File: src/rtl/multiword_adder_ctrl.sv
// rtl/multiword_adder_ctrl.sv - nibble-serial multiword adder reusing one shared 4-bit adder slice
// Adds one nibble per cycle; the carry between nibbles lives only in carry_q.
module multiword_adder_ctrl #(
  parameter int NIBBLES = 4
) (
  input  logic                 clk,
  input  logic                 rst_n,
  input  logic                 start,
  input  logic [4*NIBBLES-1:0] a,
  input  logic [4*NIBBLES-1:0] b,
  input  logic                 cin,
  output logic [4*NIBBLES-1:0] s,
  output logic                 cout,
  output logic                 busy,
  output logic                 done
);

  localparam int W    = 4 * NIBBLES;
  localparam int IDXW = (NIBBLES > 1) ? $clog2(NIBBLES) : 1;
  localparam logic [IDXW-1:0] LAST_IDX = IDXW'(NIBBLES - 1);

  typedef enum logic [1:0] {
    IDLE = 2'd0,
    RUN  = 2'd1,
    DONE = 2'd2
  } state_t;

  state_t          state;
  state_t          state_nx;
  logic [W-1:0]    a_q;
  logic [W-1:0]    b_q;
  logic            carry_q;
  logic [IDXW-1:0] idx;
  logic            load;
  logic            step;
  logic            last;
  logic [3:0]      slice_a;
  logic [3:0]      slice_b;
  logic [3:0]      slice_sum;
  logic            slice_co;

  assign last = (idx == LAST_IDX);
  assign busy = (state == RUN);
  assign done = (state == DONE);

  always_ff @(posedge clk or negedge rst_n) begin
    if (!rst_n) begin
      state <= IDLE;
    end else begin
      state <= state_nx;
    end
  end

  always_comb begin
    state_nx = state;
    load     = 1'b0;
    step     = 1'b0;
    case (state)
      IDLE: begin
        if (start) begin
          load     = 1'b1;
          state_nx = RUN;
        end
      end
      RUN: begin
        // start is deliberately not looked at here: operands stay frozen
        step = 1'b1;
        if (last) begin
          state_nx = DONE;
        end
      end
      DONE: begin
        if (start) begin
          load     = 1'b1;
          state_nx = RUN;
        end else begin
          state_nx = IDLE;
        end
      end
      default: state_nx = IDLE;
    endcase
  end

  always_comb begin
    slice_a = 4'd0;
    slice_b = 4'd0;
    for (int i = 0; i < NIBBLES; i++) begin
      if (idx == IDXW'(i)) begin
        slice_a = a_q[4*i +: 4];
        slice_b = b_q[4*i +: 4];
      end
    end
  end

  // The single shared slice: 4-bit a/b plus carry register in, 4-bit sum plus carry out.
  assign {slice_co, slice_sum} = {1'b0, slice_a} + {1'b0, slice_b} + {4'd0, carry_q};

  always_ff @(posedge clk or negedge rst_n) begin
    if (!rst_n) begin
      a_q     <= '0;
      b_q     <= '0;
      carry_q <= 1'b0;
      idx     <= '0;
      s       <= '0;
      cout    <= 1'b0;
    end else if (load) begin
      a_q     <= a;
      b_q     <= b;
      carry_q <= cin;
      idx     <= '0;
      s       <= '0;
      cout    <= 1'b0;
    end else if (step) begin
      for (int i = 0; i < NIBBLES; i++) begin
        if (idx == IDXW'(i)) begin
          s[4*i +: 4] <= slice_sum;
        end
      end
      carry_q <= slice_co;
      if (last) begin
        cout <= slice_co;
      end else begin
        idx <= idx + IDXW'(1);
      end
    end
  end

endmodule

File: config.mk
export PLATFORM = sky130hd
export DESIGN_NAME = multiword_adder_ctrl
export DESIGN_NICKNAME = d
export VERILOG_FILES = /design/src/rtl/multiword_adder_ctrl.sv
export SDC_FILE = /design/constraint.sdc
export NUM_CORES = 1
export LEC_CHECK = 0
export CAP_MARGIN = 10
export CORE_MARGIN = 2
export CORE_UTILIZATION = 51
export DETAILED_ROUTE_END_ITERATION = 10
export GPL_TIMING_DRIVEN = 1
export PLACE_DENSITY = 0.85
export SLEW_MARGIN = 15
export SYNTH_ARGS = -nofsm -noshare
export SYNTH_HDL_FRONTEND = slang
export SYNTH_SLANG_ARGS = --single-unit
File: constraint.sdc
create_clock -name clk -period 3.12 [get_ports clk]
set_input_delay 0.78 -clock clk [delete_from_list [all_inputs] [get_ports clk]]
set_output_delay 0.78 -clock clk [all_outputs]
set_load 0.02 [all_outputs]
==> results.yml <==
status:
  status: "completed"
logic_synthesis:
  synth-main-ff-cell: "dfrtp_1"
  yosysMostFrequentCell: "nand2_1"
  synth_area_sq_mm: 0.00264
  yosys.area.top_type_share: 0.512
  synth_cell_type_count: 27
  async_flop_share: 1.00
  synthSimpleGateAreaFrac: 0.242
  synthAdderAreaFrac: 0.0483
  synth_xor_area_frac: 0.00664
  postSynthAreaPerCell_sq_um: 8.52
  synthTopCellsByCount: "nand2_1 (119), dfrtp_1 (54), a21oi_1 (39)"
  synth_top_family_by_area: "simple AND/OR/NAND/NOR gates"
  yosys_warnings: 0
  synth_largest_area_cell: "dfrtp_1"
  synth_area_leaders: "dfrtp_1 (51%), nand2_1 (17%), a21oi_1 (7.4%)"
  syn-num-nets: 355
  ys_ff_latch: 54
  synthMuxAreaShare: 0
  ys_seq_area_frac: 0.512
  synth_edf_count: 0
  synth-compound-area-share: 0.132
  netlist_instances: 310
finish:
  layout-drive-gt1-share: 0.0611
  diodes: 0
  syn_to_final_growth_pct: 28.0
  layout.nets: 404
clock_network:
  path_clk_slew_ns: 0.10
  cts-resized-gates: 0
  htreeDepth: 2
  cts.hold.buffers_added: 0
  root_buffer: "clkbuf_8"
  clock_sinks: 54
  cts_tree: "done"
  clk_latency_ns: 0.31
  cts_made_buffers: 5
  clockBufferDepth: 2
  postCtsSetupBuffers: 0
placed_design:
  place.detailed.hpwl_um: 3970
  globalplace.congestion: 0.881
  place.port_buffers: 54
drt:
  met1_length_um: 2490
  drt-pass1-iter-count: 4
  wl_per_cell_um: 12.8
  via_per_inst: 5.03
  highest_layer: "met4"
  drt-total-wl_um: 5490
  dr_wl_met2_um: 2570
  via_count: 2165
  dr.first_iter.drc_count: 132
  ant_nets: 0
  dr_wl_met3_um: 320
  drc: 0
power_and_ir_drop:
  power_frac_comb: 0.515
  peakVddDrop_mv: 0.493
  switching_share: 0.418
  power_switching_w: 0.00150
  powerDensity_mw_per_mm2: 1060
  clock_power_share: 0.158
  p_leak_nw: 1.60
  internal_power_w: 0.00209
  p_total_w: 0.00359
  seqPwrFrac: 0.327
worst_setup_path:
  slowest_stage: "ha_1"
  critPathTopFamily: "adder cells"
  arrival_ns: 3.05
  required_ns: 3.36
  reg2reg_setup_slack_ns: 0.31
  path_buf_inv: 0
  critPathKind: "flip-flop to flip-flop"
  cp-end-kind: "flip-flop"
  cp_max_fo: 19
  crit_chain: "ha_1 > a22oi_1 > fa_1 > fa_1 > xnor2_1 > nand3_1 > a21oi_1"
  start_kind: "flip-flop"
  crit_top_cell: "fa_1"
  cpPeakStageDelay_ns: 0.60
grt:
  overflow: 0
  grt_max_degree: 55
  grtUsageTotal: 0.202
  antenna_found_initial: 0
  grt_pass1_vias: 2108
  grt_first_pass_wirelength_um: 9540
sta:
  grt_setup_unrepaired: "no"
  fmax_ghz: 0.356
  final.setup.tns_ns: 0
  min_period_ns: 2.81
  drv_slew: 0
  max-slew-margin-rel: 0.568
  post-route-period-util: 0.900
  finalHoldViolCount: 0
  fin_worst_skew_ns: 0.00749
  tightest_slew_ns: 0.648
  finalSetupViolations: 0
hold_path:
  hp-class: "primary input to asynchronous set/reset pin"
flow_run:
  maxCapViolations: 0
floorplan:
  initial_core_util: 0.524
  ios: 55
  die_y_um: 76.0
  fp-row-count: 26
  core_area_sq_mm: 0.00504
  die_w_um: 76.0
  die_area_sq_mm: 0.00577
[power groups by stage]
stage	clock, W	sequential [W]	combinational, W
4_1_cts	0.000573	0.00118	0.00183
3_5_place_dp	0	0.00119	0.00182
5_1_grt	0.000599	0.00121	0.00204
3_3_place_gp	0	0.00118	0.00175
2_1_floorplan	0	0.00122	0.00123
6_report	0.000568	0.00117	0.00185
[path summary, 6_finish.rpt]
| path | depth (start not counted) | start | to |
|---|---|---|---|
| max | 7 | idx[0] | s[2] |
| min | 2 | rst_n | b_q[14] |
| max reg2reg | 7 | idx[0] | s[2] |
| min reg2reg | 2 | b_q[10] | b_q[10] |
| max in group asynchronous | 2 | rst_n | b_q[0] |
| min in group clk | 2 | b_q[10] | b_q[10] |
[metrics by stage]
stage | instances | instance area [sq um] | worst slack [ns] | hold WS (ns) | utilization
finish | 430 | 3380 | 0.312 | 0.442 | 0.670
detailed placement | 422 | 3240 | 0.339 | 0.463 | 0.642
floorplan | 310 | 2640 | 0.532 | 0.446 | -
CTS | 430 | 3380 | 0.326 | 0.455 | 0.670
global placement | 422 | 3240 | 0.490 | 0.461 | 0.642
global route | 430 | 3380 | 0.0862 | 0.465 | 0.670
[metal layers]
layer  up-vias  track usage
li1       1089            -
met2        74        0.325
met3        13       0.0464
met4         0       0.0818
met1       989        0.267
met5         -            0
[cell families (layout without fill, tap and decap cells)]
logic type,after synthesis,count (layout)
fa+ha+maj,9,9
xor+xnor,2,2
simple gates,147,147
buf+inv,32,82
compound gates,66,66
flops,54,54
[layout by cell type (no fill, tap or decap)]
master and count:
a21o_1 1, a21oi_1 39, a21oi_2 1, a22o_1 1, a22oi_1 3, and2b_4 1
buf_12 2, buf_2 1, buf_4 4, bufinv_16 2, clkbuf_8 6, clkdlybuf4s50_1 53
dfrtp_1 54, fa_1 2, ha_1 7, inv_1 14, nand2_1 119, nand2_4 4
nand2b_1 2, nand3_1 5, nand3b_1 4, nor2_1 2, nor2b_4 1, nor3_1 1
o21ai_0 20, o21ai_1 1, or2_0 7, or2_1 1, xnor2_1 2
[area by class of cell]
class,count,area [sq um]
repair buffers,60,606
clock buffers,6,82.6
multi-input cells,224,1140
well taps,70,87.6
fillers,425,1660
flip-flops and latches,54,1350
inverters,14,52.6
clock inverters,2,60.1
[flip-flops by register name, summed over array words and instances (netlist names)]
signal   flops
a_q         16
b_q         16
s           16
idx          2
state        2
carry_q      1
cout         1
No activity file was read; power rests on OpenSTA's default activity.
==> edit 1, RTL diff (same flow settings) <==
Set the parameter `NIBBLES` to 8 (it was 4).
--- a/src/rtl/multiword_adder_ctrl.sv
+++ b/src/rtl/multiword_adder_ctrl.sv
@@ -1,7 +1,7 @@
 // rtl/multiword_adder_ctrl.sv - nibble-serial multiword adder reusing one shared 4-bit adder slice
 // Adds one nibble per cycle; the carry between nibbles lives only in carry_q.
 module multiword_adder_ctrl #(
-  parameter int NIBBLES = 4
+  parameter int NIBBLES = 8
 ) (
   input  logic                 clk,
   input  logic                 rst_n,
Interface: changed (resized a, b and s); port bits go from 55 to 103. The function was not compared with the original's and may differ.
==> edit 1 against the original RTL <==
Global-route usage is 4.7 points higher. Area after synthesis is 96% higher. Sequential cell count is 49 higher. Cell count is 97% higher. Design area is 100% higher. Clock power is 34% higher. Die area is 90% higher. Setup slack worse by 0.25 ns. Total power is 120% higher. Count of clock-buffer cells in the layout is 5 higher. Clock skew is 0.0051 ns higher. Routed wire length is 140% higher.
==> edit 1: results (changes against the original RTL) <==
- Run status: finished, final reports clean
- Number of filler instances in the final layout: 758 (+78%)
- Multi-input logic cell count: 441 (+97%)
- Detailed Routing Iterations Pass 1: 5 (+1)
- Synth Net Count: 685 (+93%)
- Number of sinks handled by clock tree synthesis: 103 (+91%)
- Mapped Avg Cell Area: 8.53 sq um (+0.13%)
- Routed wire length on met2: 6370 um (+150%)
- Met3 wire len: 892 um (+180%)
- Crit-path max cell delay: 0.66 ns (+0.06 ns)
- Post-place instance area: 6400 sq um (+98%)
- Count of input and output buffers: 102 (+89%)
- Sequential share of cell area: 38.2% (-1.8 points)
- Area share of buffers outside the clock network: 19.3% (+1.3 points)
- Depth of the worst register-to-register path: 12 (+5)
- R2R Setup Slk: 0.06 ns (-0.25 ns)
- HPWL after DPL: 9730 um (+150%)
- Number of CTS-inserted buffers: 9 (+4)
- X dimension of the die: 105 um (+38%)
- Sequential cell area fraction in the yosys report: 49.9% (-1.3 points)
- Leakage power summed over all cells: 3.12 nW (+95%)
- Count of placed standard cells in the final layout, fillers left out: 848 (+97%)
- Relative slew slack: 51.9% (-4.9 points)
- Count of non-CTS buffers in the layout: 135 (+130%)
- Worst Setup Slack post-DPL: -0.158 ns (-0.497 ns)
- Number of clock-tree buffers in the layout: 11 (+5)
- Via count: 4,685 (+120%)
- Wire length of the first global-routing pass: 22,100 um (+130%)
- Number of signal-net inverters in the final layout: 20 (+6)
- Clock-cell share: 2.57% (-1.6 points)
- Ranking of synthesized cells by area: sky130_fd_sc_hd__dfrtp_1, sky130_fd_sc_hd__nand2_1, sky130_fd_sc_hd__a21oi_1, sky130_fd_sc_hd__nor2_1, sky130_fd_sc_hd__ha_1
- Vias in the first global route: 4,517 (+110%)
- Gpl congestion: 0.892 (+1.3%)
- Worst-path fanout max: 8 (-11)
- Crit share post-route: 98.0% (+8.0 points)
- Largest registers in the final layout: a_q x32, b_q x32, s x32
- Count of placed standard cells including taps: 830 (+97%)
- Total routing usage reported by global routing: 24.9% (+4.7 points)
- Met2 GRT Util: 40.2% (+7.7 points)
- Worst endpoint data arrival time: 3.31 ns (+0.26 ns)
- Global routing usage on met3: 4.24% (-0.40 points)
- Post-synthesis cell type count: 53 (+96%)
- Clock H-tree levels: 3 (+1)
- Fraction of layout cells with a size suffix above 1: 12.7% (+6.6 points)
- Skew-Pair Late Insertion Delay: 0.37 ns (+0.06 ns)
- DRT iter0 DRCs: 365 (+180%)
[edit 1: changes by cell type in the layout (fill, tap and decap cells not counted), moves of 8 or more]
cell                              before  now
sky130_fd_sc_hd__o21ai_1               1    9
sky130_fd_sc_hd__nand2_1             119  214
sky130_fd_sc_hd__nor2_1                2   45
sky130_fd_sc_hd__dfrtp_1              54  101
sky130_fd_sc_hd__buf_4                 4   29
sky130_fd_sc_hd__clkdlybuf4s50_1      53  101
[edit 1: cell families (layout without fill, tap and decap cells)]
group | count (synthesis) | count (layout) | synth area share [%]
flip-flops | 103 | 103 | 49.9
AO/OA/AOI/OAI | 115 | 115 | 14.5
adder cells (fa/ha/maj) | 11 | 11 | 2.95
AND/OR/NAND/NOR | 311 | 311 | 26.1
XOR/XNOR | 1 | 1 | 0.170
multiplexers | 3 | 3 | 0.581
buffers and inverters | 62 | 171 | 5.79
[edit 1: what timing repair did]
action / CTS / global route
buffers inserted: 0 / 2
resized for setup: 6 / 32
pin swaps: 1 / 12
hold buffers: 0 / 0
cloned: 0 / 0
setup endpoints to repair: 26 / 26
[edit 1: worst min path at each step]
stage | from | end | slack [ns] | cells after the start
6_report | rst_n | a_q[17] | 0.30 | 1
5_1_grt | rst_n | a_q[17] | 0.31 | 1
4_1_cts | rst_n | a_q[17] | 0.30 | 1
3_5_place_dp | b_q[5] | b_q[5] | 0.46 | 2
3_3_place_gp | b_q[16] | b_q[16] | 0.46 | 2
2_1_floorplan | a_q[10] | a_q[10] | 0.44 | 2
[edit 1: power by group]
group          internal (mW)  total [mW]  leakage, nW  switching (mW)
logic                   1.99        4.65         1.73            2.65
clock network          0.299       0.763       0.0845           0.464
registers               1.93        2.36         1.31           0.432
==> edit 2, RTL diff (same flow settings) <==
Made on the original files. Reset style: synchronous (`rst_n`), changed in 2 clocked blocks.
--- a/src/rtl/multiword_adder_ctrl.sv
+++ b/src/rtl/multiword_adder_ctrl.sv
@@ -43,7 +43,7 @@
   assign busy = (state == RUN);
   assign done = (state == DONE);
 
-  always_ff @(posedge clk or negedge rst_n) begin
+  always_ff @(posedge clk) begin
     if (!rst_n) begin
       state <= IDLE;
     end else begin
@@ -95,7 +95,7 @@
   // The single shared slice: 4-bit a/b plus carry register in, 4-bit sum plus carry out.
   assign {slice_co, slice_sum} = {1'b0, slice_a} + {1'b0, slice_b} + {4'd0, carry_q};
 
-  always_ff @(posedge clk or negedge rst_n) begin
+  always_ff @(posedge clk) begin
     if (!rst_n) begin
       a_q     <= '0;
       b_q     <= '0;
Behaviour: differs if rst_n is asserted again (counterexample within 4 cycles, from zero or initial values and one cycle with rst_n low); with rst_n held inactive, the same outputs for 10 cycles.
==> edit 2 against the original RTL <==
Setup slack got worse by 0.041 ns. Area after synthesis rose by 2.8%. Sequential share of layout area is 7.5 points lower. Clock skew shrank 0.0027 ns. Design area fell by 1.6%. Count of clock-buffer cells in the layout shrank 1. Routed wire length is 3.9% higher. Sequential cell count unchanged. Critical path type unchanged. Cell count fell by 1.2%.
Power is not compared: it rests on default switching activity, and its combinational part moved more than twofold at a synthesized area within 25%.
==> edit 2: results (changes against the original RTL) <==
- Count of input and output buffers: 54 (unchanged)
- Share of synthesized area spent on multiplexers: 1.84% (+1.8 points)
- Master of the slowest instance on the critical path: sky130_fd_sc_hd__xnor2_1
- Leakage power summed over all cells: 1.22 nW
- Clock Root Buffer: sky130_fd_sc_hd__clkbuf_8
- Number of antenna cells inserted: 0 (unchanged)
- MaxCap Viol Count: 0 (unchanged)
- Dominant delay contributor by cell family on the critical path: adder cells
- Ranking of synthesized cells by area: sky130_fd_sc_hd__dfxtp_1, sky130_fd_sc_hd__nand2_1, sky130_fd_sc_hd__a21boi_1, sky130_fd_sc_hd__a21boi_0, sky130_fd_sc_hd__a211oi_2
- Most instantiated cells after synthesis: sky130_fd_sc_hd__nand2_1, sky130_fd_sc_hd__dfxtp_1, sky130_fd_sc_hd__a21boi_1, sky130_fd_sc_hd__a21oi_1
- Clock Tree Buf Depth: 2 (unchanged)
- Post-synthesis cell type count: 36 (+33%)
- Number of CTS-inserted buffers: 5 (unchanged)
- Nets: 399 (-1.2%)
- Sequential cell area fraction in the yosys report: 39.8% (-11 points)
- Clock-pin slew on the worst setup and hold paths: 0.10 ns (about the same)
- Slew at the pin with the worst max-slew slack: 0.603 ns (-0.0441 ns)
- Fraction of registers with async set or reset after synthesis: 0% (-100 points)
- Maximum resistive drop on vdd: 258 uV
- Worst-path fanout max: 19 (unchanged)
- Clock H-tree levels: 2 (unchanged)
- HPWL after DPL: 4220 um (+6.3%)
- Detailed Routing Iterations Pass 1: 4 (unchanged)
- Average wire length per cell after detail routing: 13.4 um (+5.1%)
- Synth Net Count: 361 (+1.7%)
- Crit-path max cell delay: 0.44 ns (-0.16 ns)
- Worst endpoint data arrival time: 3.02 ns (-0.03 ns)
- Total routing usage reported by global routing: 20.4% (+0.17 points)
- Fraction of the mapped netlist area in adder cells: 4.70% (-0.13 points)
- Class of the worst hold path: reg2reg
- Pin count of the biggest net entering global routing: 35 (-36%)
- Dominant register cell in the synthesized netlist: sky130_fd_sc_hd__dfxtp_1
- Number of filler instances in the final layout: 442 (+4.0%)
- XOR/XNOR share of the synthesized area: 0.645% (-0.018 points)
- Share of the synthesized area in compound gates (AO/OA/AOI/OAI): 23.2% (+10 points)
- Fraction of layout cells with a size suffix above 1: 7.61% (+1.5 points)
- Setup fix buffers added after clock tree synthesis: 0 (unchanged)
- Run status: finished, final reports clean
- DRT iter0 DRCs: 139 (+5.3%)
- Ys Warns: 0 (unchanged)
- Via count: 2,232 (+3.1%)
- Wire length of the first global-routing pass: 9840 um (+3.1%)
- Number of antenna violations at the first check in global routing: 0 (unchanged)
- Cells resized by post-CTS repair: 0 (unchanged)
- Vias in the first global route: 2,146 (+1.8%)
- Skew-Pair Late Insertion Delay: 0.31 ns (about the same)
- Largest registers in the final layout: a_q x16, b_q x16, s x16
- Setup clock skew after layout: 0.00476 ns (-0.00273 ns)
- Worst Setup Slack post-DPL: 0.344 ns (+0.00491 ns)
- Gpl congestion: 0.837 (-5.0%)
-- edit 2: tightest hold or removal path, cell delays in order (launching register included) --
cell and delay [ns]:
sky130_fd_sc_hd__dfxtp_1 0.32, sky130_fd_sc_hd__nand2_1 0.05, sky130_fd_sc_hd__a21boi_1 0.05
-- edit 2: power breakdown --
group          total [mW]  internal [mW]  leakage, nW  switching, mW
clock               0.471          0.241       0.0585          0.231
combinational       0.245          0.116        0.719          0.129
sequential          0.742          0.721        0.441         0.0214
total                1.46           1.08         1.22          0.381
-- edit 2: final cells by class --
class	instances	share of cell area, %
multi-input cells	221	42.5
flip-flops and latches	54	32.5
repair buffers	60	17.6
well taps	70	2.64
clock buffers	5	2.07
inverters	12	1.36
clock inverters	3	1.32
-- edit 2: kinds of logic (layout without fill, tap and decap cells) --
logic type,count (synthesis),after routing
flops,54,54
simple gates,119,119
buf+inv,41,80
fa+ha+maj,9,9
xor+xnor,2,2
mux,5,5
compound gates,86,86
-- edit 2: final timing paths --
check,end,from,slack (ns),cells after the start
worst max-delay path,s[10],idx[0],0.27,10
worst min-delay path,b_q[9],b_q[9],0.46,2
worst max register to register,s[10],idx[0],0.27,10
worst min register to register,b_q[9],b_q[9],0.46,2
-- edit 2: routing by layer --
| layer | global-route usage, % | up-vias | wire length (um) |
|---|---|---|---|
| li1 | - | 1149 | - |
| met1 | 26.9 | 1021 | 2730 |
| met2 | 33.1 | 54 | 2610 |
| met3 | 4.12 | 8 | 271 |
| met4 | 7.09 | 0 | 93 |
| met5 | 0 | - | 0 |
-- edit 2: per-stage QoR --
step / power (mW) / area (sq um) / hold slack, ns / std cells / utilization [%]
after global placement: 0.997 / 3210 / 0.442 / 417 / 62.9
after CTS: 1.47 / 3320 / 0.467 / 425 / 65.1
after global routing: 1.53 / 3320 / 0.491 / 425 / 65.1
after floorplan: 0.919 / 2720 / 0.435 / 316 / -
final: 1.46 / 3320 / 0.464 / 425 / 65.1
after detailed placement: 1.00 / 3210 / 0.453 / 417 / 62.9
